==> config.mk <==
export PLATFORM = sky130hd
export DESIGN_NAME = uart_tx_core
export DESIGN_NICKNAME = d
export VERILOG_FILES = /design/src/rtl/uart_pkg.sv /design/src/rtl/uart_tx_parity_calc.sv /design/src/rtl/uart_tx_core.sv
export SDC_FILE = /design/constraint.sdc
export NUM_CORES = 1
export LEC_CHECK = 0
export ABC_AREA = 1
export CORE_UTILIZATION = 40
export DETAILED_ROUTE_END_ITERATION = 16
export MAX_ROUTING_LAYER = met4
export PLACE_DENSITY = 0.66
export SYNTH_ARGS = -nofsm -noshare
export SYNTH_HDL_FRONTEND = slang
export SYNTH_HIERARCHICAL = 1
export SYNTH_SLANG_ARGS = --single-unit
==> constraint.sdc <==
create_clock -name CLK -period 3.6 [get_ports CLK]
set_input_delay 0.72 -clock CLK [delete_from_list [all_inputs] [get_ports CLK]]
set_output_delay 0.72 -clock CLK [all_outputs]
set_load 0.05 [all_outputs]
==> src/rtl/uart_pkg.sv <==
// Shared types and constants for the UART transmit path.
package uart_pkg;

    typedef enum logic [2:0] {
        IDLE,
        START,
        DATA,
        PARITY,
        STOP
    } tx_state_t;

    localparam logic       PAR_EVEN     = 1'b0;
    localparam logic       PAR_ODD      = 1'b1;
    localparam logic [5:0] PRESCALE_MIN = 6'd4;

    // Prescale values below the minimum are clamped up to it.
    function automatic logic [5:0] prescale_eff(input logic [5:0] p);
        return (p < PRESCALE_MIN) ? PRESCALE_MIN : p;
    endfunction

endpackage

==> src/rtl/uart_tx_parity_calc.sv <==
// Combinational parity bit for one byte, even or odd.
module uart_tx_parity_calc
    import uart_pkg::*;
(
    input  logic [7:0] data,
    input  logic       par_type,
    output logic       parity
);

    always_comb begin
        parity = (par_type == PAR_EVEN) ? (^data) : ~(^data);
    end

endmodule

==> src/rtl/uart_tx_core.sv <==
// UART transmitter: start, 8 data bits LSB first, optional parity, stop.
// Outputs are registered; each bit lasts the latched effective prescale.
module uart_tx_core
    import uart_pkg::*;
(
    input  logic       CLK,
    input  logic       RST,
    input  logic [7:0] P_DATA,
    input  logic       Data_Valid,
    input  logic       PAR_EN,
    input  logic       PAR_TYPE,
    input  logic [5:0] Prescale,
    output logic       TX_OUT,
    output logic       Busy
);

    tx_state_t  state, state_n;
    logic [5:0] cnt, cnt_n;
    logic [5:0] presc_q, presc_n;
    logic [2:0] bit_idx, bit_idx_n;
    logic [7:0] shreg, shreg_n;
    logic [7:0] data_q, data_n;
    logic       par_en_q, par_en_n;
    logic       par_type_q, par_type_n;
    logic       tx_n, busy_n;
    logic       par_bit;
    logic       bit_end;
    logic       accept;

    uart_tx_parity_calc u_parity (
        .data     (data_q),
        .par_type (par_type_q),
        .parity   (par_bit)
    );

    assign bit_end = (cnt == presc_q - 6'd1);

    always_comb begin
        state_n    = state;
        presc_n    = presc_q;
        bit_idx_n  = bit_idx;
        shreg_n    = shreg;
        data_n     = data_q;
        par_en_n   = par_en_q;
        par_type_n = par_type_q;
        tx_n       = TX_OUT;
        busy_n     = Busy;
        accept     = 1'b0;
        cnt_n      = (state == IDLE || bit_end) ? '0 : cnt + 6'd1;

        case (state)
            IDLE: begin
                accept = Data_Valid;
            end
            START: begin
                if (bit_end) begin
                    state_n   = DATA;
                    bit_idx_n = '0;
                    tx_n      = shreg[0];
                end
            end
            DATA: begin
                if (bit_end) begin
                    if (bit_idx == 3'd7) begin
                        if (par_en_q) begin
                            state_n = PARITY;
                            tx_n    = par_bit;
                        end else begin
                            state_n = STOP;
                            tx_n    = 1'b1;
                        end
                    end else begin
                        bit_idx_n = bit_idx + 3'd1;
                        shreg_n   = {1'b0, shreg[7:1]};
                        tx_n      = shreg[1];
                    end
                end
            end
            PARITY: begin
                if (bit_end) begin
                    state_n = STOP;
                    tx_n    = 1'b1;
                end
            end
            STOP: begin
                // The stop-bit end edge doubles as the first IDLE acceptance
                // edge, so a waiting request starts with no gap cycle.
                if (bit_end) begin
                    if (Data_Valid) begin
                        accept = 1'b1;
                    end else begin
                        state_n = IDLE;
                        tx_n    = 1'b1;
                        busy_n  = 1'b0;
                    end
                end
            end
            default: begin
                state_n = IDLE;
                tx_n    = 1'b1;
                busy_n  = 1'b0;
            end
        endcase

        if (accept) begin
            state_n    = START;
            tx_n       = 1'b0;
            busy_n     = 1'b1;
            cnt_n      = '0;
            bit_idx_n  = '0;
            shreg_n    = P_DATA;
            data_n     = P_DATA;
            par_en_n   = PAR_EN;
            par_type_n = PAR_TYPE;
            presc_n    = prescale_eff(Prescale);
        end
    end

    always_ff @(posedge CLK) begin
        if (RST) begin
            state      <= IDLE;
            cnt        <= '0;
            presc_q    <= '0;
            bit_idx    <= '0;
            shreg      <= '0;
            data_q     <= '0;
            par_en_q   <= 1'b0;
            par_type_q <= 1'b0;
            TX_OUT     <= 1'b1;
            Busy       <= 1'b0;
        end else begin
            state      <= state_n;
            cnt        <= cnt_n;
            presc_q    <= presc_n;
            bit_idx    <= bit_idx_n;
            shreg      <= shreg_n;
            data_q     <= data_n;
            par_en_q   <= par_en_n;
            par_type_q <= par_type_n;
            TX_OUT     <= tx_n;
            Busy       <= busy_n;
        end
    end

endmodule

Word level (Yosys, flattened, before mapping)
Cells that the tools add are included.
{"block": "word_totals", "regBits": 38, "in_bits": 19}
{"block": "classes", "n_addsub": 3, "n_lt_le_gt_ge": 1, "eq_ne": 22, "n_mux": 35, "n_bitwise": 2, "n_reduce_logical": 15}
{"op": "8-bit 2-to-1 mux", "count": 4}
{"op": "3-bit 2-to-1 mux", "count": 10}
{"op": "2-bit != test (second input constant)", "count": 9}
{"op": "3-bit != test (second input constant)", "count": 6}
{"op": "1-bit 2-to-1 mux", "count": 15}
{"op": "3-bit one-hot mux with 5 select lines", "count": 1}
{"op": "7-bit AND reduction", "count": 2}
{"op": "8-bit parity", "count": 1}
{"op": "6-bit by 1-bit adder with 6-bit output (second input constant)", "count": 1}
{"op": "3-bit by 2-bit equality test with 1-bit output (second input constant)", "count": 2}
{"op": "3-bit equality test (second input constant)", "count": 2}
{"op": "6-bit equality test", "count": 1}
{"op": "6-bit by 3-bit less-than comparator with 1-bit output (second input constant)", "count": 1}
{"op": "6-bit 2-to-1 mux", "count": 1}
{"op": "3-bit one-hot mux with 2 select lines", "count": 1}
{"op": "3-bit AND reduction", "count": 2}
{"op": "6-bit AND reduction", "count": 1}
{"op": "2-bit nonzero test", "count": 3}
{"op": "6-bit by 1-bit subtractor with 6-bit output (second input constant)", "count": 1}
{"op": "1-bit one-hot mux with 5 select lines", "count": 1}
{"op": "1-bit one-hot mux with 2 select lines", "count": 2}
{"op": "4-bit AND reduction", "count": 1}
{"op": "4-bit OR reduction", "count": 1}
{"op": "3-bit by 1-bit adder with 3-bit output (second input constant)", "count": 1}
{"op": "7 further kinds", "count": 8}

Logic depth before layout (Yosys ltp)
Gate-level depths: netlist of run 1.
{"block": "logic_depth", "ltp_word": 8, "ltp_mapped": 17}

Cells and area by module
The synthesis of run 1 kept the hierarchy.
{"mod": "uart_tx_core", "n_inst": 1, "cells_each": 287, "area_each_um2": 1929.4}
{"mod": "uart_tx_parity_calc", "n_inst": 1, "cells_each": 38, "area_each_um2": 163.9}

Least setup slack after synthesis of run 1
No wires, ideal clock.
{"block": "synth_timing", "kind": "flip-flop to flip-flop", "start": "register presc_q[0]", "end": "register shreg[0]", "arrival_ns": 1.716, "t_required_ns": 3.479, "slack_ns": 1.763, "path_stages_with_launch": 16, "period_less_slack_ns": 1.837, "path_cell_list": "dfxtp_1 > inv_2 > ha_1 > inv_1 > nand2_1 > nand2_1 > nor2_1 > nand3_1 > nor2_2 > nand2_4 > nand2_4 > nand2_4 > buf_12 > buf_8 > nand4_1 > nand3_1"}
{"block": "synth_between", "elab_chain_cells": 6}
{"item": "start, declared", "line_no": "uart_tx_core.sv:19", "text": "logic [5:0] presc_q, presc_n;"}
{"item": "start signal, assigned", "line_no": "uart_tx_core.sv:134", "text": "presc_q <= presc_n;"}
{"item": "6-bit by 1-bit subtractor with 6-bit output (*)", "line_no": "uart_tx_core.sv:36", "text": "assign bit_end = (cnt == presc_q - 6'd1);"}
{"item": "6-bit equality test (*)", "line_no": "uart_tx_core.sv:36"}
{"item": "1-bit 2-to-1 mux", "line_no": "uart_tx_core.sv:88", "text": "if (bit_end) begin"}
{"item": "1-bit one-hot mux with 2 select lines", "line_no": "uart_tx_core.sv:51", "text": "case (state)"}
{"item": "2-bit != test (no line) / 2-bit nonzero test (equally long branches)"}
{"item": "3-bit AND reduction (no line)"}
{"item": "end signal, assigned", "line_no": "uart_tx_core.sv:136", "text": "shreg <= shreg_n;"}
{"item": "end, declared", "line_no": "uart_tx_core.sv:21", "text": "logic [7:0] shreg, shreg_n;"}
Mark *: on every way between the ends. The rest lies on a longest branch, timed or not.
A chain may end at the register's enable or synchronous reset.

Final worst setup path of run 1
{"block": "layout_timing", "start": "register presc_q[0]", "end": "register data_q[0]"}
{"block": "layout_between", "elab_chain_cells": 4}
{"item": "6-bit by 1-bit subtractor with 6-bit output", "line_no": "uart_tx_core.sv:36"}
{"item": "6-bit equality test", "line_no": "uart_tx_core.sv:36"}
{"item": "1-bit 2-to-1 mux", "line_no": "uart_tx_core.sv:88"}
{"item": "1-bit one-hot mux with 2 select lines", "line_no": "uart_tx_core.sv:51"}
{"item": "end signal, assigned", "line_no": "uart_tx_core.sv:137", "text": "data_q <= data_n;"}
{"item": "end, declared", "line_no": "uart_tx_core.sv:22", "text": "logic [7:0] data_q, data_n;"}
Every way passes these cells.

==> results of run 1 <==
## worst max path at each step
stage | from | to | slack, ns | cells after the start
floorplan | presc_q[0] | shreg[0] | 1.76 | 15
finish | presc_q[0] | data_q[0] | 1.35 | 15
global route | presc_q[0] | par_type_q | 1.07 | 15
detailed placement | Data_Valid | par_type_q | 1.19 | 8
global placement | Data_Valid | state[1] | 1.25 | 8
CTS | presc_q[0] | par_type_q | 1.33 | 15
## report_power, final
part           total (uW)  switching (uW)  internal (uW)
logic                 877             578            298
clock network         363             157            206
registers             634            95.6            538
## worst max-delay path, delay by kind of cell, from the launching register on
kind          cells  cell delay (ns)
fa+ha+maj         1             0.29
flops             1             0.40
buf+inv           3             0.27
simple gates     11             1.16
## metrics by stage
step	util [%]	hold slack [ns]	area (um2)	setup slack, ns
after global routing	50.33	0.4929	2456	1.072
after CTS	50.33	0.4670	2456	1.332
final	50.33	0.4665	2456	1.353
after detailed placement	48.00	0.4539	2342	1.193
after global placement	48.00	0.4498	2342	1.253
after floorplan	-	0.4374	2093	1.763
## metal layers
| metal | part of all wire (%) | track usage, % | vias to the layer above |
|---|---|---|---|
| li1 | - | - | 1043 |
| met1 | 52 | 24.29 | 833 |
| met2 | 43 | 26.87 | 37 |
| met3 | 4.3 | 4.065 | 4 |
| met4 | 0.80 | 5.241 | 0 |
| met5 | 0 | - | - |
## logic make-up after synthesis
logic type	count (synthesis)
flops	38
xor+xnor	5
simple gates	186
fa+ha+maj	4
buf+inv	57
compound gates	35
## area by class of cell
cell class | count | area, um2 | area share [%]
clock buffer | 5 | 68.82 | 2.802
timing repair buffer | 21 | 207.7 | 8.456
clock inverter | 3 | 45.04 | 1.834
inverter | 53 | 198.9 | 8.100
multi-input combinational | 230 | 1091 | 44.42
sequential | 38 | 760.7 | 30.97
tap | 67 | 83.83 | 3.413
## cell usage in the layout (no fill, tap or decap)
master	count
o211ai_1	1
nand4_1	2
nand3_2	1
nor2_2	1
clkinvlp_4	2
nor4_1	1
nand2_2	8
clkbuf_8	5
nor3b_1	2
nor2_1	32
a21oi_1	12
nand2_1	115
clkdlybuf4s50_1	20
xor2_1	5
inv_2	6
dfxtp_1	38
nand3_1	17
nor3_1	2
inv_1	47
ha_1	4
buf_4	1
o21ai_1	5
nor2_4	1
o21ai_0	15
nand2_4	3
a21oi_2	1
o221ai_1	1
nor2_8	1
bufinv_16	1
## sequential cells by signal, indices dropped and copies added (netlist names)
| signal | count |
|---|---|
| data_q | 8 |
| presc_q | 6 |
| par_type_q | 1 |
| state | 3 |
| Busy | 1 |
| par_en_q | 1 |
| shreg | 8 |
| cnt | 6 |
| bit_idx | 3 |
| TX_OUT | 1 |
## cell usage after synthesis (all sizes together), types with 2 or more instances
master / n
buf: 3
ha: 4
o21ai: 20
nand3: 18
dfxtp: 38
a21oi: 13
nand4: 2
nor2: 35
nor3b: 2
xor2: 5
nand2: 126
inv: 53
nor3: 2
==> reports/summary.json, run 1 <==
{
  "wl_um": 4487,
  "slowest_stage": "dfxtp_1",
  "p_leak_uw": 0.001180,
  "wire_per_inst_um": 10.76,
  "synthesis.nets": 348,
  "critical-path-max-stage-delay_ns": 0.40,
  "maxSlewHeadroom_pct": 66.94,
  "number_of_slew_limit_violations_in_the_final_report": 0,
  "die_h_um": 74.34,
  "worst-r2r-cell-count": 15,
  "initial_utilization_pct": 42.90,
  "min_path_type": "flip-flop to flip-flop",
  "drc": 0,
  "seq_total_area_yosys_pct": 36.34,
  "num_antenna_cells": 0,
  "layout-drive-gt1-share_pct": 8.857,
  "ys_types": 28,
  "min_period_ns": 2.247,
  "synth_simple_gate_area_share_pct": 38.79,
  "floorplan.core_area_mm2": 0.004880,
  "post_synth_fa_ha_maj_area_fraction_pct": 2.391,
  "synthCells": 325,
  "synth_area_per_cell_um2": 6.441,
  "timing.critical_path.fanout_max": 21,
  "tritoncts_clock_tree": "built",
  "worst_hold_path.num_cells": 2,
  "ys_dominant_reg_cell": "dfxtp_1",
  "hold-path-endpoint": "data_q[7]",
  "worst_r2r_endpoint": "data_q[0]",
  "top_cell_type_s_share_of_synthesized_area_pct": 36.34,
  "finalCritPeriodShare_pct": 62.42,
  "cts-root-to-sink-buffers": 2,
  "worstSetupPathType": "flip-flop to flip-flop",
  "die-width_um": 74.34,
  "fin_setup_tns_ns": 0,
  "ctsHoldBuffers": 0,
  "largest_area_contributor_in_the_synthesized_netlist": "dfxtp_1",
  "place.detailed.instances": 409,
  "drtAntennaViolNets": 0,
  "post_route_non_filler_standard_cell_count": 417,
  "antenna_found_initial": 0,
  "netlist_area_mm2": 0.002093,
  "setup.reg_to_reg.worst_slack_ns": 1.35,
  "fin_skew_ns": 0.006518,
  "cts_repair_resize_count": 0,
  "fillers": 516,
  "fraction_of_the_mapped_netlist_area_in_compound_gates_pct": 8.846,
  "timing.final.hold_violations": 0,
  "die_area_mm2": 0.005526,
  "grt_pass1_vias": 1729,
  "synth_top_family_by_area": "simple AND/OR/NAND/NOR gates",
  "fin_total_pwr_uw": 1874,
  "finalNetCount": 372,
  "critPathMostFrequentCell": "nand2_1",
  "detail_route.vias_per_cell": 4.597,
  "global_route.overflow_total": 0,
  "grt_setup_unrepaired": "false",
  "synth.area.top_cells": "dfxtp_1, nand2_1, inv_1",
  "io-pin-count": 21,
  "arrival_time_of_data_at_the_critical_path_endpoint_ns": 2.43,
  "route.vias.total": 1917,
  "drv_cap": 0,
  "dpl.hpwl_um": 3401,
  "worst_ep_required_time_ns": 3.78,
  "floorplan.rows": 25,
  "grt_start_max_net_pins": 22,
  "dr.first_iter.drc_count": 83,
  "setup_viol": 0,
  "worst_skew_pair.late_latency_ns": 0.29,
  "end_kind": "flip-flop",
  "synth_enable_flop_cells": 0,
  "worstSetupStartpointType": "flip-flop",
  "drtPass1Iterations": 4,
  "postSynthRegisterBits": 38,
  "clkTransAtPathRegs_ns": 0.08,
  "clk_root_buffer_cell": "clkbuf_8",
  "timing_worst_slew_pin_value_ns": 0.4944,
  "max_clock_freq_ghz": 0.4450,
  "gp_routability_congestion": 0.7750,
  "synth_mux_area_share_pct": 0,
  "cts_setup_buffers": 0,
  "synth-xor-area-share_pct": 2.092,
  "htreeDepth": 2,
  "grt_first_pass_wirelength_um": 7417,
  "synth.yosys.warnings": 6,
  "min-delay-start": "data_q[7]",
  "io_buffer_count": 20,
  "area_growth_pct": 17.33,
  "crit-reg2reg-launch": "presc_q[0]",
  "tritoncts.num_buffers": 5,
  "gr-usage-all-layers_pct": 17.99,
  "critical_path.cell_chain": "inv_2 > ha_1 > inv_1 > nand2_1 > nand2_1 > nor2_1 > nand3_1 > nor2_2 > nand2_4 > nand2_4 > nand2_4 > nand2_2 > inv_1 > nand2_1 > nand2_1",
  "outcome": "complete, no violations",
  "proportion_of_register_bits_with_asynchronous_set_or_reset_after_synthesis_pct": 0,
  "power_density_mw_per_mm2": 762.8,
  "peakVddDrop_v": 0.0002560,
  "clock-sinks": 38
}
Power figures use the tool's default switching activity.
==> run 2: changes to the inputs <==
==> constraint.sdc (replaced) <==
create_clock -name CLK -period 2.2 [get_ports CLK]
set_input_delay 0.44 -clock CLK [delete_from_list [all_inputs] [get_ports CLK]]
set_output_delay 0.44 -clock CLK [all_outputs]
set_load 0.05 [all_outputs]
==> run 2 against run 1 <==
Compared with the run above: worst hold slack worse by 0.0048 ns; combinational power up 69%; register-to-register slack lost 1.2 ns; flip-flop and latch count stayed put; clock power up 59%; cell count rose by 0.96%; die area did not move; final area up 1.4%; total power grew 65%; sequential power is 62% higher; critical path depth did not move; critical path type unchanged.
==> reports/summary.json, run 2 (synthesis gave the netlist of run 1 again) <==
{
  "gp_routability_congestion": {"value": 0.8825, "change": "was 0.7750"},
  "drtAntennaViolNets": {"value": 0, "change": "unchanged"},
  "io_buffer_count": {"value": 20, "change": "unchanged"},
  "biggestRegsByFlops": {"value": "data_q x8, shreg x8", "change": "unchanged"},
  "drc": {"value": 0, "change": "unchanged"},
  "finalCritPeriodShare": {"value": 92.07, "unit": "%", "change": "was 62.42%"},
  "num_antenna_cells": {"value": 0, "change": "unchanged"},
  "critPathMostFrequentCell": {"value": "nand2_1", "change": "unchanged"},
  "cts-root-to-sink-buffers": {"value": 2, "change": "unchanged"},
  "wl": {"value": 4329, "unit": "um", "change": "was 4487 um"},
  "critical-path-max-stage-delay": {"value": 0.36, "unit": "ns", "change": "was 0.40 ns"},
  "timing.final.hold_violations": {"value": 0, "change": "unchanged"},
  "drtPass1Iterations": {"value": 4, "change": "unchanged"},
  "grt_pass1_vias": {"value": 1636, "change": "was 1729"},
  "htreeDepth": {"value": 2, "change": "unchanged"},
  "io-pin-count": {"value": 21, "change": "unchanged"},
  "grt_setup_unrepaired": {"value": "true", "change": "was false"},
  "worstSetupPathType": {"value": "flip-flop to flip-flop", "change": "unchanged"},
  "dr.first_iter.drc_count": {"value": 123, "change": "was 83"},
  "clock-sinks": {"value": 38, "change": "unchanged"},
  "setup_viol": {"value": 0, "change": "unchanged"},
  "die_h": {"value": 74.34, "unit": "um", "change": "unchanged"},
  "hold_ws": {"value": 0.4617, "unit": "ns", "change": "was 0.4665 ns"},
  "min_period": {"value": 2.026, "unit": "ns", "change": "was 2.247 ns"},
  "finalCoreUtilization": {"value": 51.05, "unit": "%", "change": "was 50.33%"},
  "outcome": {"value": "complete, no violations", "change": "unchanged"},
  "clk_root_buffer_cell": {"value": "clkbuf_8", "change": "unchanged"},
  "power_density": {"value": 1237, "unit": "mW/mm2", "change": "was 762.8 mW/mm2"},
  "worst_skew_pair.late_latency": {"value": 0.29, "unit": "ns", "change": "about the same"},
  "timing.critical_path.fanout_max": {"value": 21, "change": "unchanged"},
  "route.vias.total": {"value": 1906, "change": "was 1917"},
  "end_kind": {"value": "flip-flop", "change": "unchanged"},
  "wire_per_inst": {"value": 10.28, "unit": "um", "change": "was 10.76 um"},
  "maxSlewHeadroom": {"value": 67.19, "unit": "%", "change": "was 66.94%"},
  "drv_cap": {"value": 0, "change": "unchanged"},
  "initial_utilization": {"value": 42.90, "unit": "%", "change": "unchanged"},
  "final_area": {"value": 0.002491, "unit": "mm2", "change": "was 0.002456 mm2"},
  "min_path_type": {"value": "flip-flop to flip-flop", "change": "unchanged"},
  "max_clock_freq": {"value": 0.4937, "unit": "GHz", "change": "was 0.4450 GHz"},
  "fillers": {"value": 499, "change": "was 516"},
  "detail_route.vias_per_cell": {"value": 4.527, "change": "was 4.597"},
  "critical_path.cell_chain": {"value": "inv_2 > ha_1 > inv_1 > nand2_1 > nand2_1 > nor2_1 > nand3_1 > nor2_2 > nand2_4 > nand2_4 > nand2_8 > nand2_2 > inv_1 > nand2_1 > nand2_1", "change": "was inv_2 > ha_1 > inv_1 > nand2_1 > nand2_1 > nor2_1 > nand3_1 > nor2_2 > nand2_4 > nand2_4 > nand2_4 > nand2_2 > inv_1 > nand2_1 > nand2_1"},
  "number_of_slew_limit_violations_in_the_final_report": {"value": 0, "change": "unchanged"},
  "grt_first_pass_wirelength": {"value": 7162, "unit": "um", "change": "was 7417 um"},
  "ctsHoldBuffers": {"value": 0, "change": "unchanged"},
  "tritoncts_clock_tree": {"value": "built", "change": "unchanged"},
  "worstSetupStartpointType": {"value": "flip-flop", "change": "unchanged"},
  "fin_skew": {"value": 0.004360, "unit": "ns", "change": "was 0.006518 ns"},
  "floorplan.rows": {"value": 25, "change": "unchanged"},
  "final_cell_mix": {"value": "nand2_1, inv_1, dfxtp_1", "change": "unchanged"},
  "most_frequent_standard_cell_in_the_layout_excluding_fill_and_tap_cells": {"value": "nand2_1", "change": "unchanged"},
  "die-width": {"value": 74.34, "unit": "um", "change": "unchanged"},
  "postLayoutSetupSlackWorst": {"value": 0.1745, "unit": "ns", "change": "was 1.353 ns"},
  "peakVddDrop": {"value": 0.0005428, "unit": "V", "change": "was 0.0002560 V"},
  "path_buf_inv": {"value": 3, "change": "unchanged"},
  "antenna_found_initial": {"value": 0, "change": "unchanged"},
  "arrival_time_of_data_at_the_critical_path_endpoint": {"value": 2.21, "unit": "ns", "change": "was 2.43 ns"},
  "tritoncts.num_buffers": {"value": 5, "change": "unchanged"},
  "postPlaceCellArea": {"value": 0.002372, "unit": "mm2", "change": "was 0.002342 mm2"},
  "gr-usage-all-layers": {"value": 17.72, "unit": "%", "change": "was 17.99%"},
  "global_route.overflow_total": {"value": 0, "change": "unchanged"},
  "area_growth": {"value": 19.01, "unit": "%", "change": "was 17.33%"},
  "finalNetCount": {"value": 376, "change": "was 372"},
  "p_leak": {"value": 0.001199, "unit": "uW", "change": "was 0.001180 uW"},
  "crit_family": {"value": "simple AND/OR/NAND/NOR gates", "change": "unchanged"},
  "timing_worst_slew_pin_value": {"value": 0.4906, "unit": "ns", "change": "was 0.4944 ns"},
  "floorplan.core_area": {"value": 0.004880, "unit": "mm2", "change": "unchanged"},
  "cts_setup_buffers": {"value": 0, "change": "unchanged"},
  "slowest_stage": {"value": "dfxtp_1", "change": "unchanged"},
  "die_area": {"value": 0.005526, "unit": "mm2", "change": "unchanged"},
  "cts_repair_resize_count": {"value": 0, "change": "unchanged"},
  "detailedPlace.worstSlack": {"value": 0.1296, "unit": "ns", "change": "was 1.193 ns"},
  "dpl.hpwl": {"value": 3343, "unit": "um", "change": "was 3401 um"},
  "worst_ep_required_time": {"value": 2.39, "unit": "ns", "change": "was 3.78 ns"},
  "layout-drive-gt1-share": {"value": 9.887, "unit": "%", "change": "was 8.857%"},
  "grt_start_max_net_pins": {"value": 22, "change": "unchanged"},
  "clkTransAtPathRegs": {"value": 0.07, "unit": "ns", "change": "was 0.08 ns"}
}
## run 2: stage by stage
stage,power (uW),TNS [ns],instances
finish,3083,0,421
global route,3391,-0.01064,421
CTS,3088,0,421
detailed placement,2496,0,413
global placement,2480,0,413
floorplan,2214,0,325
## run 2: worst paths after layout
check,start,endpoint,slack [ns],cells after the start
worst min register to register,shreg[7],shreg[7],0.46,2
worst min-delay path,shreg[7],shreg[7],0.46,2
worst max-delay path,presc_q[0],presc_q[5],0.17,15
worst max register to register,presc_q[0],presc_q[5],0.17,15
## run 2: routing by layer
metal	wire length, um	GRT usage [%]
met5	0	-
met4	62	6.289
met3	161	3.659
met2	1830	25.96
met1	2274	24.14
## run 2: area by class of cell
cell class | count | area, um2 | area share, %
clock buffers | 7 | 76.32 | 3.064
clock inverters | 1 | 30.03 | 1.205
inverters | 53 | 198.9 | 7.986
multi-input cells | 230 | 1104 | 44.30
flip-flops and latches | 38 | 760.7 | 30.54
well taps | 67 | 83.83 | 3.365
repair buffers | 25 | 237.7 | 9.543
## run 2: tightest hold or removal path: cells and delay by family, from the launching register on
family           cells  cell delay [ns]
AO/OA/AOI/OAI        1             0.05
flip-flops           1             0.31
AND/OR/NAND/NOR      1             0.06
## run 2: where the power goes
group / switching, uW / leakage [uW] / total, uW / internal (uW)
Combinational: 946 / 0.000836 / 1480 / 530
Sequential: 149 / 0.000311 / 1030 / 881
Clock: 237 / 0.0000524 / 576 / 339
Total: 1330 / 0.00120 / 3080 / 1750
==> run 3: changes to the inputs <==
--- a/config.mk
+++ b/config.mk
@@ -6,6 +6,7 @@
 export NUM_CORES = 1
 export LEC_CHECK = 0
 export ABC_AREA = 1
+export ABC_CLOCK_PERIOD_IN_PS = 2200
 export CORE_UTILIZATION = 40
 export DETAILED_ROUTE_END_ITERATION = 16
 export MAX_ROUTING_LAYER = met4
==> results of run 3 <==
Final layout, timing and power as in run 2 (identical DEF).
